$ cat config.mk
export PLATFORM = sky130hd
export DESIGN_NAME = round_sequencer
export DESIGN_NICKNAME = d
export VERILOG_FILES = /design/src/rtl/game_pkg.sv /design/src/rtl/phase_timer.sv /design/src/rtl/round_sequencer.sv
export SDC_FILE = /design/constraint.sdc
export NUM_CORES = 1
export LEC_CHECK = 0
export CORE_MARGIN = 4
export CORE_UTILIZATION = 28
export CTS_CLUSTER_SIZE = 40
export DETAILED_ROUTE_END_ITERATION = 12
export PLACE_DENSITY = 0.45
export RECOVER_POWER = 50
export SYNTH_ARGS = -nofsm -noshare
export SYNTH_HDL_FRONTEND = slang
export SYNTH_SLANG_ARGS = --single-unit
$ cat constraint.sdc
create_clock -name clk -period 6.35 [get_ports clk]
set_input_delay 0.635 -clock clk [delete_from_list [all_inputs] [get_ports clk]]
set_output_delay 0.635 -clock clk [all_outputs]
set_load 0.03 [all_outputs]
$ cat src/rtl/game_pkg.sv
// Shared types and helpers for the memory game.
//   symbol_t        : 3-bit game symbol 0..7
//   seq_state_t     : round_sequencer state encoding
//   MAX_LEN_DEFAULT : default maximum pattern length
//   onehot8()       : symbol to one-hot LED vector
package game_pkg;

  typedef logic [2:0] symbol_t;

  typedef enum logic [2:0] {
    ST_IDLE,
    ST_APPEND,
    ST_SHOW_ON,
    ST_SHOW_OFF,
    ST_INPUT,
    ST_GAME_OVER,
    ST_WIN
  } seq_state_t;

  localparam int MAX_LEN_DEFAULT = 25;

  function automatic logic [7:0] onehot8(input symbol_t s);
    onehot8 = 8'b0000_0001 << s;
  endfunction

endpackage

$ cat src/rtl/phase_timer.sv
// Loadable down-counter used for the show, gap and input-timeout phases.
// Ports:
//   clk, rst_n : clock, synchronous active-low reset
//   load       : load load_val (takes priority over en)
//   load_val   : value to load
//   en         : count down by one; holds at zero
//   done       : count is zero
module phase_timer #(
  parameter int W = 5
) (
  input  logic         clk,
  input  logic         rst_n,
  input  logic         load,
  input  logic [W-1:0] load_val,
  input  logic         en,
  output logic         done
);

  logic [W-1:0] count;

  always_ff @(posedge clk) begin
    if (!rst_n) begin
      count <= '0;
    end else if (load) begin
      count <= load_val;
    end else if (en && (count != '0)) begin
      count <= count - W'(1);
    end
  end

  assign done = (count == '0);

endmodule

$ cat src/rtl/round_sequencer.sv
// Memory-game round controller: appends a random symbol, plays the pattern
// on the LEDs, then checks the player's presses (forward or reverse recall).
// Ports:
//   clk, rst_n       : clock, synchronous active-low reset
//   start            : new-game pulse (accepted in IDLE / GAME_OVER / WIN)
//   reverse          : recall mode, latched on an accepted start
//   rnd              : random symbol from the LFSR
//   btn_valid, btn   : player press
//   lfsr_en          : advance the LFSR (APPEND only)
//   led              : one-hot symbol display, 0 when dark
//   level, score     : pattern length and completed rounds
//   busy, input_phase, game_over, win : status
// Build option: define ROUND_SEQ_TIMEOUT_EN to end the game when no press
// arrives within TIMEOUT_CYCLES during INPUT; otherwise INPUT waits forever.
//
// state      | meaning
// -----------+---------------------------------------------------
// IDLE       | after reset, waiting for start
// APPEND     | store rnd at pattern[level], level++, advance LFSR
// SHOW_ON    | LED lit with pattern[idx] for SHOW_CYCLES
// SHOW_OFF   | LED dark for GAP_CYCLES, then next symbol or INPUT
// INPUT      | compare presses against the stored pattern
// GAME_OVER  | wrong press or timeout; level/score held
// WIN        | full-length pattern recalled
module round_sequencer
  import game_pkg::*;
#(
  parameter int MAX_LEN        = MAX_LEN_DEFAULT,
  parameter int SHOW_CYCLES    = 16,
  parameter int GAP_CYCLES     = 8,
  parameter int TIMEOUT_CYCLES = 256
) (
  input  logic       clk,
  input  logic       rst_n,
  input  logic       start,
  input  logic       reverse,
  input  logic [2:0] rnd,
  input  logic       btn_valid,
  input  logic [2:0] btn,
  output logic       lfsr_en,
  output logic [7:0] led,
  output logic [4:0] level,
  output logic [7:0] score,
  output logic       busy,
  output logic       input_phase,
  output logic       game_over,
  output logic       win
);

  localparam int LW = $clog2(MAX_LEN + 1);
  localparam int SG_MAX = (SHOW_CYCLES > GAP_CYCLES) ? SHOW_CYCLES : GAP_CYCLES;
`ifdef ROUND_SEQ_TIMEOUT_EN
  localparam int T_MAX = (TIMEOUT_CYCLES > SG_MAX) ? TIMEOUT_CYCLES : SG_MAX;
`else
  localparam int T_MAX = SG_MAX;
`endif
  localparam int TW = $clog2(T_MAX) + 1;

  seq_state_t    state, next_state;
  symbol_t       pattern [MAX_LEN];
  logic [LW-1:0] level_q, idx_q, last_idx, exp_idx;
  logic [7:0]    score_q;
  logic          rev_q;
  logic          can_start, press_hit, press_miss, round_done;
  logic          tmr_load, tmr_en, tmr_done;
  logic [TW-1:0] tmr_val;

  assign last_idx   = level_q - LW'(1);
  // Reverse recall walks the pattern from the newest symbol back.
  assign exp_idx    = rev_q ? (last_idx - idx_q) : idx_q;
  assign can_start  = start && ((state == ST_IDLE) || (state == ST_GAME_OVER) || (state == ST_WIN));
  assign press_hit  = (state == ST_INPUT) && btn_valid && (btn == pattern[exp_idx]);
  assign press_miss = (state == ST_INPUT) && btn_valid && (btn != pattern[exp_idx]);
  assign round_done = press_hit && (idx_q == last_idx);

  always_ff @(posedge clk) begin
    if (!rst_n) state <= ST_IDLE;
    else        state <= next_state;
  end

  always_comb begin
    next_state = state;
    case (state)
      ST_IDLE, ST_GAME_OVER, ST_WIN: if (can_start) next_state = ST_APPEND;
      ST_APPEND:   next_state = ST_SHOW_ON;
      ST_SHOW_ON:  if (tmr_done) next_state = ST_SHOW_OFF;
      ST_SHOW_OFF: if (tmr_done) next_state = (idx_q == last_idx) ? ST_INPUT : ST_SHOW_ON;
      ST_INPUT: begin
        // A press always outranks an expiring timeout in the same cycle.
        if (round_done)      next_state = (level_q == LW'(MAX_LEN)) ? ST_WIN : ST_APPEND;
        else if (press_miss) next_state = ST_GAME_OVER;
`ifdef ROUND_SEQ_TIMEOUT_EN
        else if (!press_hit && tmr_done) next_state = ST_GAME_OVER;
`endif
      end
      default: next_state = ST_IDLE;
    endcase
  end

  always_comb begin
    lfsr_en     = (state == ST_APPEND);
    led         = (state == ST_SHOW_ON) ? onehot8(pattern[idx_q]) : 8'h00;
    busy        = !((state == ST_IDLE) || (state == ST_GAME_OVER) || (state == ST_WIN));
    input_phase = (state == ST_INPUT);
    game_over   = (state == ST_GAME_OVER);
    win         = (state == ST_WIN);
    // One timer serves every phase: reload on each state change, and on
    // every accepted press so the timeout measures the gap between presses.
    tmr_en      = 1'b1;
    tmr_load    = (next_state != state) || press_hit;
    tmr_val     = '0;
    case (next_state)
      ST_SHOW_ON:  tmr_val = TW'(SHOW_CYCLES - 1);
      ST_SHOW_OFF: tmr_val = TW'(GAP_CYCLES - 1);
`ifdef ROUND_SEQ_TIMEOUT_EN
      ST_INPUT:    tmr_val = TW'(TIMEOUT_CYCLES);
`endif
      default:     tmr_val = '0;
    endcase
  end

  assign level = 5'(level_q);
  assign score = score_q;

  always_ff @(posedge clk) begin
    if (!rst_n) begin
      for (int i = 0; i < MAX_LEN; i++) pattern[i] <= '0;
      level_q <= '0;
      idx_q   <= '0;
      score_q <= '0;
      rev_q   <= 1'b0;
    end else begin
      case (state)
        ST_IDLE, ST_GAME_OVER, ST_WIN: begin
          if (can_start) begin
            level_q <= '0;
            idx_q   <= '0;
            score_q <= '0;
            rev_q   <= reverse;
          end
        end
        ST_APPEND: begin
          pattern[level_q] <= rnd;
          level_q          <= level_q + LW'(1);
          idx_q            <= '0;
        end
        ST_SHOW_OFF: begin
          if (tmr_done) idx_q <= (idx_q == last_idx) ? '0 : idx_q + LW'(1);
        end
        ST_INPUT: begin
          if (round_done) begin
            idx_q <= '0;
            if (score_q != 8'hFF) score_q <= score_q + 8'd1;
          end else if (press_hit) begin
            idx_q <= idx_q + LW'(1);
          end
        end
        default: ;
      endcase
    end
  end

  phase_timer #(.W(TW)) u_timer (
    .clk      (clk),
    .rst_n    (rst_n),
    .load     (tmr_load),
    .load_val (tmr_val),
    .en       (tmr_en),
    .done     (tmr_done)
  );

endmodule

==> results of run 1 <==
-- where the power goes --
part           switching, mW  leakage (nW)  internal, mW
Sequential            0.0743          1.22         0.946
Combinational          0.597          1.95         0.384
Clock                  0.409         0.299         0.631
Total                   1.08          3.47          1.96
-- state kept, by name, summed over array words and instances (netlist names), named ones only --
name and count:
rev_q 1, idx_q 5, score 8, pattern 96, state 3, u_timer.count 5, level 5
-- final cells by class --
class / count / area [sq um]
Multi-Input combinational cell: 526 / 3860
Sequential cell: 128 / 3520
Clock inverter: 15 / 198
Inverter: 19 / 71.3
Timing Repair Buffer: 51 / 457
Fill cell: 2676 / 18100
Clock buffer: 17 / 425
Tap cell: 341 / 427
-- cells in the mapped netlist, types with 4 or more instances --
cell type    n  area (sq um)
a2111o_1     6          67.6
and2_1      16           100
nor3b_1      7          52.6
nand3_1     22           110
inv_1       18          67.6
o21ai_1      4          20.0
nand2_1     75           282
mux2i_1     20           200
nor4_1       8          50.1
mux2_2       4          45.0
o21ai_0     19          95.1
nor2_1      37           139
ha_1        12           150
buf_1        5          18.8
a21oi_1     13          65.1
nand4_1      4          25.0
a2111oi_0    6          52.6
clkbuf_1    53           199
a211oi_1    42           315
o2111ai_1    4          35.0
o22ai_1      8          50.1
and3_1     115           719
a31oi_1      6          37.5
nor3_1       5          25.0
nor2b_1      6          37.5
mux4_2      31           698
xnor2_1      9          78.8
edfxtp_1    96          2880
dfxtp_1     32           641
xor2_1       5          43.8
-- kinds of logic after synthesis --
group,after synthesis,synth area share
DFF,128,0.456
adders and majority gates,13,0.0220
AOI/OAI and AO/OA,126,0.115
and+or+nand+nor,317,0.222
buffers and inverters,84,0.0456
muxes,56,0.124
xor gates and xnor gates,14,0.0159
-- through the flow --
step | worst slack (ns) | total power [mW] | hold WS (ns) | cells
after floorplan | 1.80 | 1.75 | 0.453 | 738
after global placement | 1.48 | 2.00 | 0.470 | 1065
after detailed placement | 1.26 | 2.02 | 0.483 | 1065
after CTS | 1.26 | 3.06 | 0.493 | 1097
after global routing | 0.774 | 3.21 | 0.538 | 1097
final | 1.14 | 3.04 | 0.485 | 1097
-- final timing paths --
| path | cells after the start | slack (ns) | end | startpoint |
|---|---|---|---|---|
| worst max-delay path | 14 | 1.14 | idx_q[1] | level[0] |
| worst min register to register | 2 | 0.48 | u_timer.count[4] | u_timer.count[4] |
| worst max register to register | 14 | 1.14 | idx_q[1] | level[0] |
| worst min-delay path | 2 | 0.48 | u_timer.count[4] | u_timer.count[4] |
-- worst max-delay path: stages, from the launching register on --
cell       delay [ns]
dfxtp_1          0.47
inv_1            0.13
ha_1             0.32
inv_1            0.07
fa_1             0.40
xnor2_1          0.34
o32a_1           0.63
a211oi_1         0.11
a2111oi_0        0.62
mux2i_1          0.28
mux2_4           0.37
and2_4           0.17
nor4_1           0.63
o21ai_0          0.33
o22ai_1          0.25
-- metal layers --
metal / track usage / up-vias
met5: 0 / -
met4: 0.0495 / 0
met3: 0.0274 / 26
met2: 0.252 / 161
met1: 0.191 / 3005
li1: - / 2817
==> impl_metrics.py, run 1 <==
metrics = {
    "setup_path": {
        "cp-start-kind": "flop",
        "worstPathArrival_ns": 5.54,
        "critPathKind": "reg2reg",
        "crit_path_end_kind": "flop",
        "crit_fanout": 12,
        "crit_required_ns": 6.68,
    },
    "grt": {
        "grt_max_degree": 61,
        "grt-ovfl-total": 0,
        "grtUsageTotal": 0.148,
        "antenna_found_initial": 0,
        "grt_first_pass_wirelength_microns": 35100,
        "grt_pass1_vias": 5961,
    },
    "placement": {
        "postPlaceCellArea_sq_um": 8350,
        "place.gp.congestion": 0.840,
        "port_buffers": 36,
        "hpwlAfterDp_microns": 15900,
    },
    "clock_tree": {
        "postCtsHoldBufs": 0,
        "htree_levels": 4,
        "post_cts_buffers": 0,
        "cts.clk_slew.worst_paths_ns": 0.06,
        "ctsLongestPathBuffers": 2,
        "cts.sinks": 128,
        "clock_latency_ns": 0.42,
        "cts-root-buf": "clkbuf_16",
        "cts_resized": 0,
        "tritoncts": "done",
        "cts_buffers": 17,
    },
    "synthesis": {
        "yosys_warnings": 0,
        "synthCells": 738,
        "synth_edf_count": 96,
        "seq_area_frac_synth": 0.456,
        "syn_avg_cell_area_sq_um": 10.5,
        "ys_seq_elements": 128,
        "synth.distinct_cells": 61,
        "syn_area_sq_um": 7730,
        "ys.flop_type": "edfxtp_1",
        "synthArstFlopShare": 0,
        "synth_nets": 762,
    },
    "timing": {
        "finalHoldViolations": 0,
        "slew_violations": 99,
        "post-route-period-util": 0.821,
        "setup_violations": 0,
        "clock_skew_ns": 0.0101,
        "tns_ns": 0,
        "period_needed_ns": 5.21,
        "worst_pin_slew_ns": 1.68,
        "rsz0062_at_grt": "false",
        "slew_headroom": -0.118,
        "max_freq_mhz": 192,
    },
    "floorplanning": {
        "start_util": 0.286,
        "dieArea_sq_um": 30300,
        "io_pins": 37,
        "die_y_microns": 174,
        "die_x_microns": 174,
        "coreArea_sq_um": 27000,
        "rows": 60,
    },
    "power_and_ir_drop": {
        "vdd_drop_max_uv": 201,
        "p_leak_nw": 3.47,
        "power_density_nw_per_um2": 339,
    },
    "final_layout": {
        "finalInstanceArea_sq_um": 8960,
        "layout-drive-gt1-share": 0.116,
        "postLayoutCoreUtil": 0.331,
        "layout_common_cells": "and3_1 (115), edfxtp_1 (96), nand2_1 (75)",
        "syn_to_final_growth_pct": 15.8,
        "nets": 767,
        "antennaDiodeCount": 0,
        "final_common_cell": "and3_1",
    },
    "route": {
        "drc": 0,
        "met1_length_microns": 9680,
        "ant_nets": 0,
        "viasPerCell": 5.48,
        "top_layer": "met4",
        "routed_wl_microns": 22500,
        "wl_met3_microns": 1080,
        "wire_per_inst_microns": 20.5,
        "dr_wl_met2_microns": 11300,
        "num_vias": 6009,
        "initialDrtViolationCount": 694,
        "firstDrtPassIters": 5,
    },
    "status": {
        "violations": "max-capacitance violations, max-slew violations",
        "outcome": "finished with violations",
    },
    "job": {
        "drv_cap": 3,
    },
    "worst_hold_path": {
        "hp-class": "reg2reg",
    },
}
No activity file was read; power rests on OpenSTA's default activity.
==> inputs of run 2 (changes only) <==
clock period = 5.46 ns   (was 6.35 ns; I/O delays follow)
==> run 2 against run 1 <==
  * The run still ends with max-capacitance violations, max-slew violations left
  * Worst setup slack got worse by 0.59 ns
  * Hold slack improved by 0.0052 ns
  * Maximum frequency up 6.2%
  * Final area about the same
  * Clock skew fell by 0.0012 ns
  * Via count rose by 0.62%
  * Clock power up 13%
  * Sequential share of layout area about the same
  * Critical path type unchanged
  * Largest power group is now sequential cells
==> impl_metrics.py, run 2 (synthesis gave the netlist of run 1 again) <==
metrics = {
    "timing": {
        "tns_ns": 0,
        "finalHoldViolations": 0,
        "max_freq_mhz": 204,
        "setup_violations": 0,
        "slew_violations": 99,
        "clock_skew_ns": 0.00889,
        "worst_pin_slew_ns": 1.70,
        "period_needed_ns": 4.91,
        "rsz0062_at_grt": "false",
        "post-route-period-util": 0.899,
        "fin_hold_ws_ns": 0.490,
        "slew_headroom": -0.130,
    },
    "route": {
        "viasPerCell": 5.50,
        "firstDrtPassIters": 5,
        "wire_per_inst_microns": 20.7,
        "routed_wl_microns": 22800,
        "num_vias": 6046,
        "ant_nets": 0,
        "drc": 0,
        "initialDrtViolationCount": 601,
    },
    "floorplanning": {
        "io_pins": 37,
        "coreArea_sq_um": 27000,
        "die_y_microns": 174,
        "dieArea_sq_um": 30300,
        "start_util": 0.286,
        "die_x_microns": 174,
        "rows": 60,
    },
    "power_and_ir_drop": {
        "vdd_drop_max_uv": 226,
        "p_sw_frac": 0.361,
        "switchingPower_mw": 1.26,
        "intPower_mw": 2.24,
        "share_comb_of_total_power": 0.327,
        "clockPowerShare": 0.335,
        "p_leak_nw": 3.47,
        "p_seq_frac": 0.338,
        "power_density_nw_per_um2": 391,
    },
    "clock_tree": {
        "tritoncts": "done",
        "cts.sinks": 128,
        "clock_latency_ns": 0.42,
        "post_cts_buffers": 0,
        "ctsLongestPathBuffers": 2,
        "cts_resized": 0,
        "htree_levels": 4,
        "cts_buffers": 17,
        "cts-root-buf": "clkbuf_16",
        "postCtsHoldBufs": 0,
        "cts.clk_slew.worst_paths_ns": 0.06,
    },
    "final_layout": {
        "largest_reg_flops": 96,
        "largest-register": "pattern",
        "antennaDiodeCount": 0,
        "final_common_cell": "and3_1",
        "fillCellCount": 2639,
        "nets": 769,
        "syn_to_final_growth_pct": 15.7,
        "layout_common_cells": "and3_1 (115), edfxtp_1 (96), nand2_1 (75)",
        "layout-drive-gt1-share": 0.119,
    },
    "placement": {
        "hpwlAfterDp_microns": 16100,
        "place.gp.congestion": 0.848,
        "port_buffers": 36,
    },
    "setup_path": {
        "path_common_cell": "inv_1",
        "cp-start-kind": "flop",
        "worstPathArrival_ns": 5.26,
        "crit_slowest_cell": "o32a_1",
        "crit_path_end_kind": "flop",
        "max_stage_delay_ns": 0.59,
        "r2r_slack_ns": 0.55,
        "cp_num_buf_inv": 2,
        "crit_fanout": 16,
        "crit_family": "compound AO/OA/AOI/OAI gates",
        "crit_required_ns": 5.81,
        "critPathKind": "reg2reg",
        "crit_chain": "inv_1 > ha_1 > inv_1 > fa_1 > xnor2_1 > o32a_1 > a211oi_1 > a2111oi_0 > mux2i_1 > mux2_4 > and2_4 > or4_4 > a2111o_1 > o21ai_1",
    },
    "grt": {
        "grt_pass1_vias": 5966,
        "grt-ovfl-total": 0,
        "grtUsageTotal": 0.149,
        "antenna_found_initial": 0,
        "grt_max_degree": 49,
        "grt_first_pass_wirelength_microns": 34900,
    },
    "job": {
        "drv_cap": 3,
    },
    "worst_hold_path": {
        "hp-class": "reg2reg",
    },
    "status": {
        "violations": "max-capacitance violations, max-slew violations",
        "outcome": "finished with violations",
    },
}
run 2: routing by layer:
layer	up-vias	wire (microns)	GRT usage
met5	-	0	0
met4	0	503	0.0544
met3	31	912	0.0217
met2	171	11300	0.253
met1	3018	10100	0.192
li1	2826	-	-
run 2: final cells by class:
| cell class | instances | area (sq um) | area share |
|---|---|---|---|
| clock inverters | 15 | 175 | 0.0196 |
| repair buffers | 53 | 472 | 0.0527 |
| inverters | 19 | 71.3 | 0.00797 |
| multi-input cells | 526 | 3860 | 0.431 |
| clock buffers | 17 | 425 | 0.0475 |
| flip-flops and latches | 128 | 3520 | 0.394 |
| well taps | 341 | 427 | 0.0477 |
run 2: worst paths after layout:
path	start	endpoint	depth (start not counted)
worst max-delay path	level[1]	score[5]	14
worst max register to register	level[1]	score[5]	14
worst min register to register	u_timer.count[4]	u_timer.count[4]	2
worst min-delay path	u_timer.count[4]	u_timer.count[4]	2
run 2: power by group through the flow:
| stage | sequential (mW) | combinational, mW | clock (mW) |
|---|---|---|---|
| after floorplan | 1.16 | 0.878 | 0 |
| after global placement | 1.20 | 1.12 | 0 |
| after detailed placement | 1.20 | 1.14 | 0 |
| after CTS | 1.18 | 1.14 | 1.19 |
| after global routing | 1.20 | 1.25 | 1.23 |
| final | 1.18 | 1.14 | 1.17 |
run 2: metrics by stage:
step / instances / cell area [sq um] / setup slack [ns] / power, mW / utilization
after floorplan: 738 / 7730 / 0.911 / 2.04 / -
after global placement: 1067 / 8360 / 0.747 / 2.33 / 0.309
after detailed placement: 1067 / 8360 / 0.589 / 2.34 / 0.309
after CTS: 1099 / 8960 / 0.588 / 3.52 / 0.332
after global routing: 1099 / 8950 / 0.213 / 3.68 / 0.331
final: 1099 / 8950 / 0.550 / 3.50 / 0.331
run 2: worst register-to-register path: cells and delay by family, from the launching register on:
family	cells	cell delay, ns
AOI/OAI and AO/OA	5	1.78
xor gates and xnor gates	1	0.34
adders and majority gates	2	0.70
buffers and inverters	2	0.17
DFF	1	0.44
muxes	2	0.65
and+or+nand+nor	2	0.77
